$ cat src/rtl/fpu_pkg.sv
// rtl/fpu_pkg.sv - shared FPU types and binary32 constants
package fpu_pkg;

  typedef enum logic [1:0] {
    ST_GET_A = 2'd0,
    ST_GET_B = 2'd1,
    ST_CMP   = 2'd2,
    ST_PUT_Z = 2'd3
  } fcmp_state_t;

  localparam logic [1:0] FCMP_EQ = 2'b00;
  localparam logic [1:0] FCMP_LT = 2'b01;
  localparam logic [1:0] FCMP_LE = 2'b10;

  localparam int unsigned EXP_W  = 8;
  localparam int unsigned MANT_W = 23;
  localparam logic [EXP_W-1:0] EXP_MAX = 8'hFF;

endpackage

$ cat src/rtl/fp_classify.sv
// rtl/fp_classify.sv - combinational binary32 NaN/sNaN/zero classifier
module fp_classify
  import fpu_pkg::*;
(
  input  logic [31:0] x,
  output logic        is_nan,
  output logic        is_snan,
  output logic        is_zero
);

  logic [EXP_W-1:0]  exp_f;
  logic [MANT_W-1:0] mant_f;
  logic              unused_sign;

  assign exp_f       = x[30:23];
  assign mant_f      = x[22:0];
  assign unused_sign = x[31];

  // Quiet bit is the mantissa MSB; a NaN with it clear is signalling.
  assign is_nan  = (exp_f == EXP_MAX) && (mant_f != '0);
  assign is_snan = is_nan && !mant_f[MANT_W-1];
  assign is_zero = (exp_f == '0) && (mant_f == '0);

endmodule

$ cat src/rtl/fp_compare.sv
// rtl/fp_compare.sv - binary32 feq/flt/fle comparator on the stb/ack protocol
module fp_compare
  import fpu_pkg::*;
(
  input  logic        clk,
  input  logic        reset_n,
  input  logic [1:0]  op,
  input  logic [31:0] input_a,
  input  logic        input_a_stb,
  output logic        input_a_ack,
  input  logic [31:0] input_b,
  input  logic        input_b_stb,
  output logic        input_b_ack,
  output logic [31:0] output_z,
  output logic        output_nv,
  output logic        output_z_stb,
  input  logic        output_z_ack
);

  fcmp_state_t state_q, state_d;
  logic [31:0] a_q, a_d, b_q, b_d;
  logic [1:0]  op_q, op_d;
  logic        z_q, z_d, nv_q, nv_d;

  logic a_nan, a_snan, a_zero;
  logic b_nan, b_snan, b_zero;
  logic any_nan, both_zero, is_eq, is_lt;

  fp_classify u_class_a (.x(a_q), .is_nan(a_nan), .is_snan(a_snan), .is_zero(a_zero));
  fp_classify u_class_b (.x(b_q), .is_nan(b_nan), .is_snan(b_snan), .is_zero(b_zero));

  assign input_a_ack  = (state_q == ST_GET_A);
  assign input_b_ack  = (state_q == ST_GET_B);
  assign output_z_stb = (state_q == ST_PUT_Z);
  assign output_z     = {31'd0, z_q};
  assign output_nv    = nv_q;

  // Sign-magnitude ordering; both-negative inverts the magnitude compare.
  always_comb begin
    any_nan   = a_nan || b_nan;
    both_zero = a_zero && b_zero;
    is_eq     = both_zero || (a_q == b_q);
    is_lt     = 1'b0;
    if (!both_zero) begin
      if (a_q[31] != b_q[31])
        is_lt = a_q[31];
      else if (!a_q[31])
        is_lt = a_q[30:0] < b_q[30:0];
      else
        is_lt = a_q[30:0] > b_q[30:0];
    end
  end

  always_comb begin
    state_d = state_q;
    a_d     = a_q;
    b_d     = b_q;
    op_d    = op_q;
    z_d     = z_q;
    nv_d    = nv_q;
    case (state_q)
      ST_GET_A: if (input_a_stb) begin
        a_d     = input_a;
        op_d    = op;
        state_d = ST_GET_B;
      end
      ST_GET_B: if (input_b_stb) begin
        b_d     = input_b;
        state_d = ST_CMP;
      end
      ST_CMP: begin
        case (op_q)
          FCMP_EQ: begin
            z_d  = !any_nan && is_eq;
            nv_d = a_snan || b_snan;
          end
          FCMP_LT: begin
            z_d  = !any_nan && is_lt;
            nv_d = any_nan;
          end
          FCMP_LE: begin
            z_d  = !any_nan && (is_lt || is_eq);
            nv_d = any_nan;
          end
          default: begin
            z_d  = 1'b0;
            nv_d = 1'b0;
          end
        endcase
        state_d = ST_PUT_Z;
      end
      ST_PUT_Z: if (output_z_ack) state_d = ST_GET_A;
      default: state_d = ST_GET_A;
    endcase
  end

  always_ff @(posedge clk) begin
    if (!reset_n) begin
      state_q <= ST_GET_A;
      a_q     <= '0;
      b_q     <= '0;
      op_q    <= '0;
      z_q     <= 1'b0;
      nv_q    <= 1'b0;
    end else begin
      state_q <= state_d;
      a_q     <= a_d;
      b_q     <= b_d;
      op_q    <= op_d;
      z_q     <= z_d;
      nv_q    <= nv_d;
    end
  end

endmodule

$ cat config.mk
export PLATFORM = sky130hd
export DESIGN_NAME = fp_compare
export DESIGN_NICKNAME = d
export VERILOG_FILES = /design/src/rtl/fpu_pkg.sv /design/src/rtl/fp_classify.sv /design/src/rtl/fp_compare.sv
export SDC_FILE = /design/constraint.sdc
export NUM_CORES = 1
export LEC_CHECK = 0
export BUFFER_PORTS_ARGS = -buffer_cell sky130_fd_sc_hd__buf_4
export CAP_MARGIN = 25
export CORE_MARGIN = 1.5
export CORE_UTILIZATION = 45
export CTS_CLUSTER_DIAMETER = 120
export DETAILED_ROUTE_END_ITERATION = 10
export HOLD_SLACK_MARGIN = 0.08
export PLACE_DENSITY = 0.81
export SLEW_MARGIN = 20
export SYNTH_ARGS = -nofsm -noshare
export SYNTH_HDL_FRONTEND = slang
export SYNTH_SLANG_ARGS = --single-unit
$ cat constraint.sdc
create_clock -name clk -period 4.7 [get_ports clk]
set_input_delay 0.47 -clock clk [delete_from_list [all_inputs] [get_ports clk]]
set_output_delay 0.47 -clock clk [all_outputs]
set_load 0.01 [all_outputs]
==> results of run 1 <==
-- flip-flops by register name (all words and copies together) (netlist names) --
register / cells
b_q: 32
op_q: 2
z_q: 1
state_q: 2
a_q: 32
output_nv: 1
-- per-layer routing --
metal	vias up	part of all wire (%)	track usage [%]	wire [µm]
met5	-	0	0	0
met4	0	1.6	5.850	146
met3	15	6.1	4.868	555
met2	110	47	32.79	4280
met1	1608	45	24.63	4045
li1	1806	-	-	-
-- power groups by stage --
stage / Sequential, µW / Combinational (µW) / Clock, µW
5_1_grt: 812 / 1020 / 574
4_1_cts: 797 / 892 / 544
3_5_place_dp: 809 / 888 / 0
3_3_place_gp: 802 / 812 / 0
2_1_floorplan: 776 / 651 / 0
6_report: 798 / 887 / 537
-- worst max-delay path, stage by stage (launching register included) --
cell,delay (ps)
sky130_fd_sc_hd__dfxtp_1,350
sky130_fd_sc_hd__inv_1,50
sky130_fd_sc_hd__ha_1,330
sky130_fd_sc_hd__nand4_1,140
sky130_fd_sc_hd__nor4_1,540
sky130_fd_sc_hd__and2_1,220
sky130_fd_sc_hd__o22ai_1,100
sky130_fd_sc_hd__o311ai_1,300
sky130_fd_sc_hd__o21ba_1,180
-- through the flow --
stage / hold slack (ps) / util, % / cells
detailed placement: 479.0 / 52.78 / 678
floorplan: 456.2 / - / 545
finish: 378.9 / 55.35 / 694
global route: 374.1 / 55.35 / 694
global placement: 473.8 / 52.13 / 675
CTS: 374.0 / 55.33 / 694
-- worst min path at each step --
stage / startpoint / end / slack (ps)
floorplan: b_q[14] / b_q[14] / 460
global placement: output_nv / output_nv / 470
detailed placement: output_nv / output_nv / 480
CTS: input_a[18] / a_q[18] / 370
global route: input_a[2] / a_q[2] / 370
finish: input_b[2] / b_q[2] / 380
-- logic make-up after synthesis --
family          count (synthesis)  share of synthesized area (%)
simple gates                  204                          22.81
compound gates                105                          18.48
buf+inv                        93                          11.51
flops                          70                          34.38
fa+ha+maj                      40                          12.28
other cells                     1                        0.09199
xor+xnor                        1                         0.2149
mux                             1                         0.2456
-- placed cells by master (no fill, tap or decap), types with 2 or more instances in the layout --
master,n
sky130_fd_sc_hd__nand2_1,142
sky130_fd_sc_hd__buf_4,75
sky130_fd_sc_hd__dfxtp_1,70
sky130_fd_sc_hd__a21boi_0,67
sky130_fd_sc_hd__inv_1,40
sky130_fd_sc_hd__ha_1,40
sky130_fd_sc_hd__conb_1,31
sky130_fd_sc_hd__nand4_1,15
sky130_fd_sc_hd__nor4_1,13
sky130_fd_sc_hd__a21oi_1,13
sky130_fd_sc_hd__clkbuf_8,10
sky130_fd_sc_hd__nor2_1,6
sky130_fd_sc_hd__nand3_1,4
sky130_fd_sc_hd__o21ai_0,4
sky130_fd_sc_hd__o21ai_1,4
sky130_fd_sc_hd__and2_1,3
sky130_fd_sc_hd__nor2b_1,3
sky130_fd_sc_hd__nor4_2,3
sky130_fd_sc_hd__nor3_1,3
sky130_fd_sc_hd__a221oi_1,3
sky130_fd_sc_hd__nand2b_1,3
sky130_fd_sc_hd__and4_1,2
sky130_fd_sc_hd__o22ai_1,2
sky130_fd_sc_hd__o311ai_1,2
sky130_fd_sc_hd__nor3b_1,2
sky130_fd_sc_hd__clkinvlp_4,2
sky130_fd_sc_hd__bufinv_16,2
sky130_fd_sc_hd__clkinv_2,2
sky130_fd_sc_hd__buf_8,2
-- final cells by class --
type                            instances  area share (%)
Sequential cell                        70           28.89
Multi-Input combinational cell        382           47.85
Clock buffer                           10           2.837
Clock inverter                          6           1.754
Inverter                               40           3.095
Tap cell                              108           2.786
Timing Repair Buffer                   78           12.79
==> impl.org, run 1 <==
** Logic synthesis
- Ranked by instance count, the synthesized netlist is headed by sky130_fd_sc_hd__nand2_1, sky130_fd_sc_hd__dfxtp_1, sky130_fd_sc_hd__a21boi_0, sky130_fd_sc_hd__ha_1, sky130_fd_sc_hd__inv_1.
- Of the post-synthesis cell area, the dominant cell type holds 34.38%.
- Synthesis produced 515 cells.
- Sequential share of the synthesized area :: 34.38%
- By instance count, the leading cell after synthesis is sky130_fd_sc_hd__nand2_1.
- Post-synth EDFFs :: 0
- After synthesis the cells add up to 4076 µm².
- In the synthesized netlist the dominant register cell turns out to be sky130_fd_sc_hd__dfxtp_1.
- Number of unique standard cell types used by synthesis :: 41
- By area the synthesized netlist is led by sky130_fd_sc_hd__dfxtp_1, sky130_fd_sc_hd__nand2_1, sky130_fd_sc_hd__a21boi_0.
- Number of warnings printed during yosys synthesis :: 0
- Flip-flop and latch count after synthesis :: 70
- Avg Cell Area, Syn :: 7.915 µm²
- Fraction of registers with async set/reset :: 0%
- Cell accounting for the most synthesized area :: sky130_fd_sc_hd__dfxtp_1

** Timing
- Setup repair after global routing left no endpoint under its margin.
- Timing would allow up to 434.7 MHz.
- Aggregate negative setup slack :: 0 ps
- In the finished design, the share of the clock period the worst path needs comes to 48.94%.
- Clock skew on the completed layout was measured at 5.962 ps.
- The final hold violation count is 0.
- Number of slew-limit violations in the final report :: 0
- # setup viols final :: 0
- Max_slew headroom :: 58.14%
- Final worst setup slack :: 2400 ps
- The smallest clock period supported by the final layout is computed as 2300 ps.
- Slew at the pin closest to its max-slew limit :: 626.4 ps

** Place
- In this run the cell area measured after placement is 4626 µm².
- Prior to clock tree synthesis, the placed netlist has a worst setup slack of 2417 ps.
- After legalization and detailed placement, the total HPWL measured 7070 µm.
- Buffers placed on the I/O ports in this run total 75.
- Placer Congestion :: 0.9535

** Worst setup path
- The worst setup path is captured at a flop.
- The most critical setup path has its endpoint at z_q.
- Across all register-to-register paths, the minimum setup slack is 2400 ps.
- In this run the worst setup path begins at b_q[13].
- Number of cells traversed by the worst register-to-register path :: 8
- In this run the critical register-to-register path is captured at z_q.
- Data required time of the worst path :: 4950 ps
- The worst setup path is launched from a flop.
- Worst path arrival time :: 2550 ps
- The worst setup path is of the reg2reg kind.
- The worst register-to-register path begins at b_q[13].
- Max FO, Critical Path :: 4

** Power
- Dividing total power by cell area gives a power density of 458.2 nW/µm².
- Sw frac :: 37.44%
- Post-layout power :: 2223 µW
- Cell internal power dissipation :: 1390 µW
- Summed over all cells, the static leakage comes to 0.002042 µW.
- The analysis attributes to net switching a power of 832.1 µW.
- The clock network is responsible for 24.2% of the overall power.
- Sequential cells burn 35.9% of the power.
- Combinational cell fraction of total power :: 39.9%
- Across the VDD grid, the largest voltage drop is 202.3 µV.

** Detailed routing
- Routed Antenna Nets :: 0
- Dividing the detail-routed via count by the number of cells gives 5.099.
- Vias :: 3539
- In this run, the number of DRC markers left after iteration 0 of detailed routing was 210.
- The pre-antenna-repair detailed-routing pass consisted of 4 iterations.
- After detailed routing, the number of remaining DRC violations is 0.
- Dividing the detail-routed wire length by the instance count gives 13.01 µm.
- The final layout contains routed wiring with a total length of 9027 µm.

** Global route
- The first global-routing pass estimated 15260 µm of wire.
- Across every metal layer, demand over resource in global routing totals 19.46%.
- Maximum number of pins on one net before global-route repair :: 71
- The initial antenna violation count was 0.
- The total overflow left after global routing is 0.
- The number of global-route vias before repair was 3415.

** Floorplan
- 107 I/O pins were placed.
- Die Footprint :: 9638 µm²
- The floorplan has 34 rows.
- In this run the horizontal extent of the chip is 98.18 µm.
- Once the floorplan was initialized, standard cells occupied 46.52% of the core.
- The core region is 8763 µm².
- The die is 98.18 µm tall.

** Min path
- The worst hold path was traced through 3 stages.
- Path category of the worst min-delay check :: in2reg

** Flow run
- Maximum capacitance violations :: 0

** Cells and area
- Sequential cell area in the final layout :: 1401 µm²
- Fill cells in the final layout number 789.
- Final standard cell area without fillers :: 4851 µm²
- Relative to the synthesized area, the layout overhead comes to 19.00%.
- Share of post-route cells with drive strength above 1 :: 17.24%
- Number of nets in the final layout :: 692
- The number of antenna diodes in the final layout is 0.
- In the final layout, the multi-input gates occupy 2321 µm².

** Clock network
- Hold bufs inserted after CTS :: 0
- Number of buffers added by the clock tree synthesis step :: 9
- Buffers from clock root to sink, at most :: 2
- Sink Count :: 70
- Clock tree synthesis selected as its root buffer the cell sky130_fd_sc_hd__clkbuf_8.
- Clock transition time at the flip-flop clock pins of the worst setup and hold paths :: 80 ps
- Setup fix buffers added after clock tree synthesis :: 0
- TritonCTS built the clock tree.
- For the worst-skew pair, the clock arrives at the later sink with an insertion delay of 350 ps.
- In this run, post-CTS repair resized a total of 0 instances.
- The H-tree generated during clock tree synthesis spans 3 levels.

** Run status
- The run finished with clean final reports.
Power figures use the tool's default switching activity.
==> run 2: changes to the inputs <==
Clock period 4.7 ns to 2.3 ns, I/O delays scaled along.
==> run 2 against run 1 <==
  * Highest routed layer unchanged
  * Combinational power rose by 110%
  * Power rose by 110%
  * Fmax rose by 7.5%
  * Cell count rose by 0.43%
  * Clock power rose by 120%
  * Core utilization rose by 0.16 points
  * Die area did not move
  * Flip-flop and latch count did not move
  * Critical path depth rose by 1
  * Via count rose by 1.3%
  * Routed wire length rose by 3.9%
==> impl.org, run 2 (synthesis gave the netlist of run 1 again) <==
** Global route
- For met2 alone, demand over resource in global routing was 35.01%.
- The initial antenna violation count was 0.
- The number of global-route vias before repair is 3609.
- Entering global routing, the biggest net connects 71 pins.
- Routing usage on met1 :: 23.89%
- Most used routing layer in global routing :: met2
- GR Overflow Total :: 0
- The first global-routing pass estimated 15830 µm of wire.
- Global routing consumed, on the met3 layer, 5.369% of the routing resources.
- Global-route total usage across every layer :: 19.99%

** Cells and area
- Counting the fill cells in the layout gives 811.
- Non-filler instance count after layout :: 697
- The post-route netlist has 17.66% of its cells at a drive strength greater than 1.
- ANT cells :: 0
- Leaving out fill and tap cells, the most frequent cell in the layout is sky130_fd_sc_hd__nand2_1.
- The library cells used most frequently in the layout, excluding fill and tap cells, are sky130_fd_sc_hd__nand2_1, sky130_fd_sc_hd__buf_4, sky130_fd_sc_hd__dfxtp_1, sky130_fd_sc_hd__a21boi_0.
- The largest registers in the layout are a_q (32), b_q (32).
- Number of nets in the final layout :: 695
- From synthesis to final layout, the design area changed by 19.34%.

** Timing
- Hold Fails Final Rpt :: 0
- Setup total negative slack on the finished layout was measured at 0 ps.
- # setup viols final :: 0
- Final Skew :: 4.927 ps
- The final critical path takes up 93.03% of the cycle.
- At the pin with the least slew margin, the transition time is 545.1 ps.
- Setup repair after global routing left no endpoint under its margin.
- Highest Clock Rate :: 467.3 MHz
- In this run the tightest slew margin relative to its limit is 63.66%.
- The number of pins with negative max-slew slack in the final report was 0.
- The routed design could run at a clock period as short as 2140 ps.
- Hold slack :: 132.8 ps

** Clock network
- In this run, CTS created clock tree buffers numbering 9.
- Buffers from clock root to sink, at most :: 2
- Sink Count :: 70
- The tree is rooted in a sky130_fd_sc_hd__clkbuf_8.
- Worst-skew pair later-pin latency :: 350 ps
- CTS built an H-tree with a depth of 3.
- After clock tree synthesis, the clock-pin slew on the worst setup and hold paths is 70 ps.
- Clock tree from TritonCTS :: done
- Buffers added to address setup during post-CTS repair amount to 0.

** Place
- Placer Congestion :: 0.9218
- Detailed placement ended at an HPWL of 7170 µm.
- Post-placement cell count :: 681
- Buffers placed on the I/O ports in this run total 75.

** Worst setup path
- The critical path is of the reg2reg type.
- Data required time of the worst path :: 2550 ps
- For the worst setup path, the data arrival time is 2390 ps.
- The most critical setup path has its endpoint at z_q.
- Startpoint type of the worst setup path :: flop
- The worst register-to-register path has a depth of 9.
- In this run the worst path has a maximum fanout of 4.
- Worst reg-to-reg setup slack :: 160 ps
- Worst R2R Start :: b_q[13]
- Reg2Reg Capture Point :: z_q
- Critical path origin :: b_q[13]
- Kind of capture point of the worst setup path :: flop

** Power
- Summing internal, switching and leakage power gives 4649 µW.
- Psw :: 1739 µW
- VDD IR max :: 570.1 µV
- Sw frac :: 37.41%
- Share of total power in the clock network :: 25.3%
- Combinational cell fraction of total power :: 39.7%
- Of the total power, registers draw 35.1%.
- Cell leakage power :: 0.002057 µW
- Cell internal power dissipation :: 2910 µW
- Cell Pwr Density :: 955.7 nW/µm²

** Floorplan
- Pin placement for this block handled 107 I/O pins.
- Core area :: 8763 µm²
- After floorplanning, the core was divided into 34 placement rows.
- Measured along the x axis, the die boundary spans 98.18 µm.
- Die outline height :: 98.18 µm
- The initial utilization of the core area, before any placement, comes to 46.52%.
- Die Footprint :: 9638 µm²

** Detailed routing
- In the routed layout, each cell is associated on average with a via count of 5.143.
- The final layout contains routed wiring with a total length of 9382 µm.
- DRC marker count from the first detailed-route iteration :: 195
- Mean routed wirelength per cell :: 13.46 µm
- The first detailed-routing pass ran for 5 iterations.
- Vias :: 3585
- Routed Antenna Nets :: 0
- # DRC :: 0

** Run status
- Outcome :: completed

** Flow run
- The tool flagged a number of max-cap violations equal to 0.

** Min path
- The tightest min-delay check is of the in2reg type.
-- run 2: changes by cell type in the layout (fill, tap and decap cells not counted), sizes merged --
cell,previous run,this run
clkinvlp,2,1
clkbuf,10,9
clkinv,2,3
buf,78,81
bufinv,2,3
-- run 2: worst min-delay path by stage --
| stage | slack, ps | to | cells after the start | from |
|---|---|---|---|---|
| finish | 130 | b_q[2] | 3 | input_b[2] |
| global route | 130 | a_q[19] | 3 | input_a[19] |
| CTS | 130 | b_q[26] | 3 | input_b[26] |
| detailed placement | 470 | output_nv | 2 | output_nv |
| global placement | 470 | output_nv | 2 | output_nv |
| floorplan | 370 | a_q[13] | 2 | input_a[13] |
-- run 2: what timing repair did --
| action | in CTS | in global routing |
|---|---|---|
| gates resized for setup | 0 | 2 |
| hold endpoints to repair | 0 | 0 |
| setup endpoints to repair | 0 | 1 |
| hold buffers | 0 | 0 |
-- run 2: power by group through the flow --
stage                     logic, µW  registers (µW)  clock network (µW)
after detailed placement       1800            1650                   0
after CTS                      1810            1630                1200
after global routing           2100            1660                1250
final                          1840            1630                1180
after global placement         1710            1640                   0
after floorplan                1330            1590                   0
-- run 2: critical path, stage by stage, from the launching register on --
cell and delay [ps]:
sky130_fd_sc_hd__dfxtp_1 360, sky130_fd_sc_hd__inv_1 50, sky130_fd_sc_hd__ha_1 320, sky130_fd_sc_hd__nand4_1 140
sky130_fd_sc_hd__nor4_1 290, sky130_fd_sc_hd__buf_4 170, sky130_fd_sc_hd__and2_1 120, sky130_fd_sc_hd__o22ai_1 80
sky130_fd_sc_hd__o311ai_1 310, sky130_fd_sc_hd__o21ba_1 190
-- run 2: area by class of cell --
class                      instances  area, µm²  share of cell area, %
inverter                          40      150.1                  3.086
timing repair buffer              81      608.1                  12.50
clock buffer                       9      123.9                  2.546
sequential                        70       1401                  28.81
tap                              108      135.1                  2.778
clock inverter                     7      112.6                  2.315
multi-input combinational        382       2333                  47.97
-- run 2: through the flow --
step | instance area (µm²) | util (%) | worst slack (ps)
after global routing | 4865 | 55.51 | 9.800
after detailed placement | 4613 | 52.64 | 162.6
after floorplan | 4189 | - | 327.2
after CTS | 4850 | 55.34 | 156.6
final | 4865 | 55.51 | 160.2
after global placement | 4613 | 52.64 | 304.0
-- run 2: metal layers --
layer  up-vias  part of all wire [%]
met3        21                   5.8
li1       1820                     -
met4         0                   1.8
met2       100                    49
met1      1644                    43
met5         -                     0
==> run 3: changes to the inputs <==
Settings changed: PLACE_DENSITY 0.81 to 0.67.
==> run 3 against run 2 <==
  * Global-route usage is 0.25 points lower
  * Routed wire length is 1.8% lower
  * Via count is 2.9% lower
  * Clock power is 26% lower
  * Worst setup slack better by 30 ps
  * Power is 6.4% lower
==> impl.org, run 3 (synthesis gave the netlist of run 1 again) <==
** Cells and area
- Sequential cell area in the final layout :: 1401 µm²
- Non-filler instance count after layout :: 696
- The finished cells cover 4802 µm².
- Number of nets in the final layout :: 695
- Filler instances :: 862
- Area grow syn2layout :: 17.80%
- The multi-input combinational cells in the finished layout cover a total of 2340 µm².
- The library cell used most frequently in the layout, excluding fill and tap cells, is sky130_fd_sc_hd__nand2_1.
- Commonest cells after routing, fill and taps aside :: sky130_fd_sc_hd__nand2_1, sky130_fd_sc_hd__buf_4, sky130_fd_sc_hd__dfxtp_1, sky130_fd_sc_hd__a21boi_0
- Of the cells placed in the final design, the portion with a size suffix greater than 1 is 17.18%.
- The number of antenna diodes in the final layout is 0.
- In the final layout, the registers with the most flip-flops are a_q (32), b_q (32).

** Clock network
- Sink Count :: 70
- The number of clock buffers added by TritonCTS is 9.
- The tree is rooted in a sky130_fd_sc_hd__clkbuf_8.
- Clock transition time at the flip-flop clock pins of the worst setup and hold paths :: 70 ps
- Number of H-tree levels :: 3
- Clock tree from TritonCTS :: done
- In this run the deepest clock path goes through 2 buffers.
- The number of hold buffers added after CTS was 0.
- For the worst-skew pair, the clock arrives at the later sink with an insertion delay of 340 ps.

** Worst setup path
- Data required time of the worst path :: 2540 ps
- Number of cells traversed by the worst register-to-register path :: 8
- Worst path arrival time :: 2350 ps
- Along the worst path, the maximum fanout reaches 4.
- The critical path crosses 8 cells after its start point.
- Cell type group with the largest total delay on the critical path :: simple AND/OR/NAND/NOR gates
- Count of buffering cells on the critical path with inverters included :: 1
- STA classifies the critical path startpoint as a flop.
- Walking the worst path, the cells encountered are inv_1 -> ha_1 -> nand4_1 -> nor4_4 -> and2_1 -> o22ai_1 -> o311ai_1 -> o21ba_1.
- In this design, the stage delay of the slowest critical-path cell is 370 ps.
- Kind of capture point of the worst setup path :: flop
- Slowest CP cell :: sky130_fd_sc_hd__dfxtp_1
- The worst setup path is of the reg2reg kind.

** Detailed routing
- DRC marker count from the first detailed-route iteration :: 136
- After detailed routing, the number of remaining DRC violations is 0.
- The routed design has 9215 µm of wire.
- Vias :: 3481
- The first detailed-routing pass ran for 4 iterations.
- Routed Antenna Nets :: 0
- Number of vias per cell :: 5.001
- In the final routed layout, each cell accounts on average for 13.24 µm.

** Floorplan
- Starting density of the core :: 46.52%
- Width of the chip :: 98.18 µm
- The initialized floorplan defines 34 standard-cell rows.
- Core area :: 8763 µm²
- Die Footprint :: 9638 µm²
- Die outline height :: 98.18 µm
- During I/O placement, the number of pins put on the boundary was 107.

** Power
- Cell internal power dissipation :: 2641 µW
- Cell Pwr Density :: 906.7 nW/µm²
- Sequential cell fraction of total power :: 37.2%
- VDD IR max :: 396.6 µV
- The clock network is responsible for 20.1% of the overall power.
- Of the total power, combinational logic draws 42.7%.
- Summed over all nets, the switching power comes to 1713 µW.
- Cell leakage power :: 0.002025 µW
- Net switching is 39.34% of the power.

** Global route
- Global routing used 19.75% of the available tracks.
- Via count of the first global-routing pass :: 3325
- First-pass GRT wire length :: 15350 µm
- The initial antenna violation count is 0.
- GR Overflow Total :: 0
- Entering global routing, the biggest net connects 71 pins.

** Timing
- Setup violations remaining at the end of the flow were counted as 0.
- After layout, the worst path uses 91.74% of the clock period.
- Max_slew headroom :: 61.29%
- On the final layout, the worst clock skew is 6.429 ps.
- Fin crit period :: 2110 ps
- Slew at the pin closest to its max-slew limit :: 580.7 ps
- Hold Fails Final Rpt :: 0
- Summed over all failing endpoints, the final setup total negative slack is 0 ps.
- Number of slew-limit violations in the final report :: 0
- Unrepaired setup endpoints after global routing :: no
- Based on the critical path, the design can be clocked at up to 473.9 MHz.

** Place
- Input and output buffers added on the ports amount to 75.
- In this run the cell area measured after placement is 4613 µm².
- Post-placement cell count :: 681
- Placer Congestion :: 0.8924
- The HPWL after detailed placement is 6959 µm.

** Flow run
- Maximum capacitance violations :: 0

** Run status
- The run finished with clean final reports.

** Min path
- The worst hold path was traced through 3 stages.
- The min-delay analysis places its worst path in the category in2reg.
==> run 3: worst reg2reg max path, delay by kind of cell (launching register included) <==
kind	cells	cell delay, ps
AO/OA/AOI/OAI	3	550
adder cells (fa/ha/maj)	1	310
buffers and inverters	1	60
flip-flops	1	370
AND/OR/NAND/NOR	3	710
==> run 3: routing by layer <==
metal / vias to the layer above / track usage [%] / wire length, µm
li1: 1828 / - / -
met1: 1545 / 25.80 / 4322
met2: 93 / 32.10 / 4240
met3: 15 / 4.295 / 449
met4: 0 / 7.259 / 203
met5: - / 0 / 0
==> run 3: path summary, 6_finish.rpt <==
path | to | slack [ps] | start
worst max-delay path | z_q | 190 | b_q[29]
worst min-delay path | a_q[4] | 140 | input_a[4]
worst max register to register | z_q | 190 | b_q[29]
worst min register to register | output_nv | 470 | output_nv
==> run 3: layout make-up <==
class | count | share of cell area [%]
clock buffers | 14 | 3.387
clock inverters | 1 | 0.1042
inverters | 40 | 3.127
multi-input cells | 382 | 48.72
flip-flops and latches | 70 | 29.18
well taps | 108 | 2.814
repair buffers | 81 | 12.66
==> run 3: power by group through the flow <==
stage	clock, µW	combinational (µW)	sequential [µW]
floorplan	0	1330	1590
global placement	0	1740	1640
detailed placement	0	1810	1650
CTS	900	1810	1620
global route	943	2110	1660
finish	875	1860	1620
==> run 3: stage by stage <==
step | hold slack (ps) | utilization, % | worst slack [ps] | total power, µW
CTS | 130.4 | 54.55 | 180.8 | 4338
global route | 142.0 | 54.80 | 33.34 | 4712
detailed placement | 462.6 | 52.64 | 189.6 | 3459
floorplan | 374.9 | - | 327.2 | 2917
global placement | 461.8 | 52.64 | 277.7 | 3387
finish | 140.9 | 54.80 | 190.0 | 4354
==> run 3: repair_timing <==
action / 4_1_cts / 5_1_grt
resized for setup: 0 / 3
setup endpoints to repair: 0 / 1
setup buffers: 0 / 0
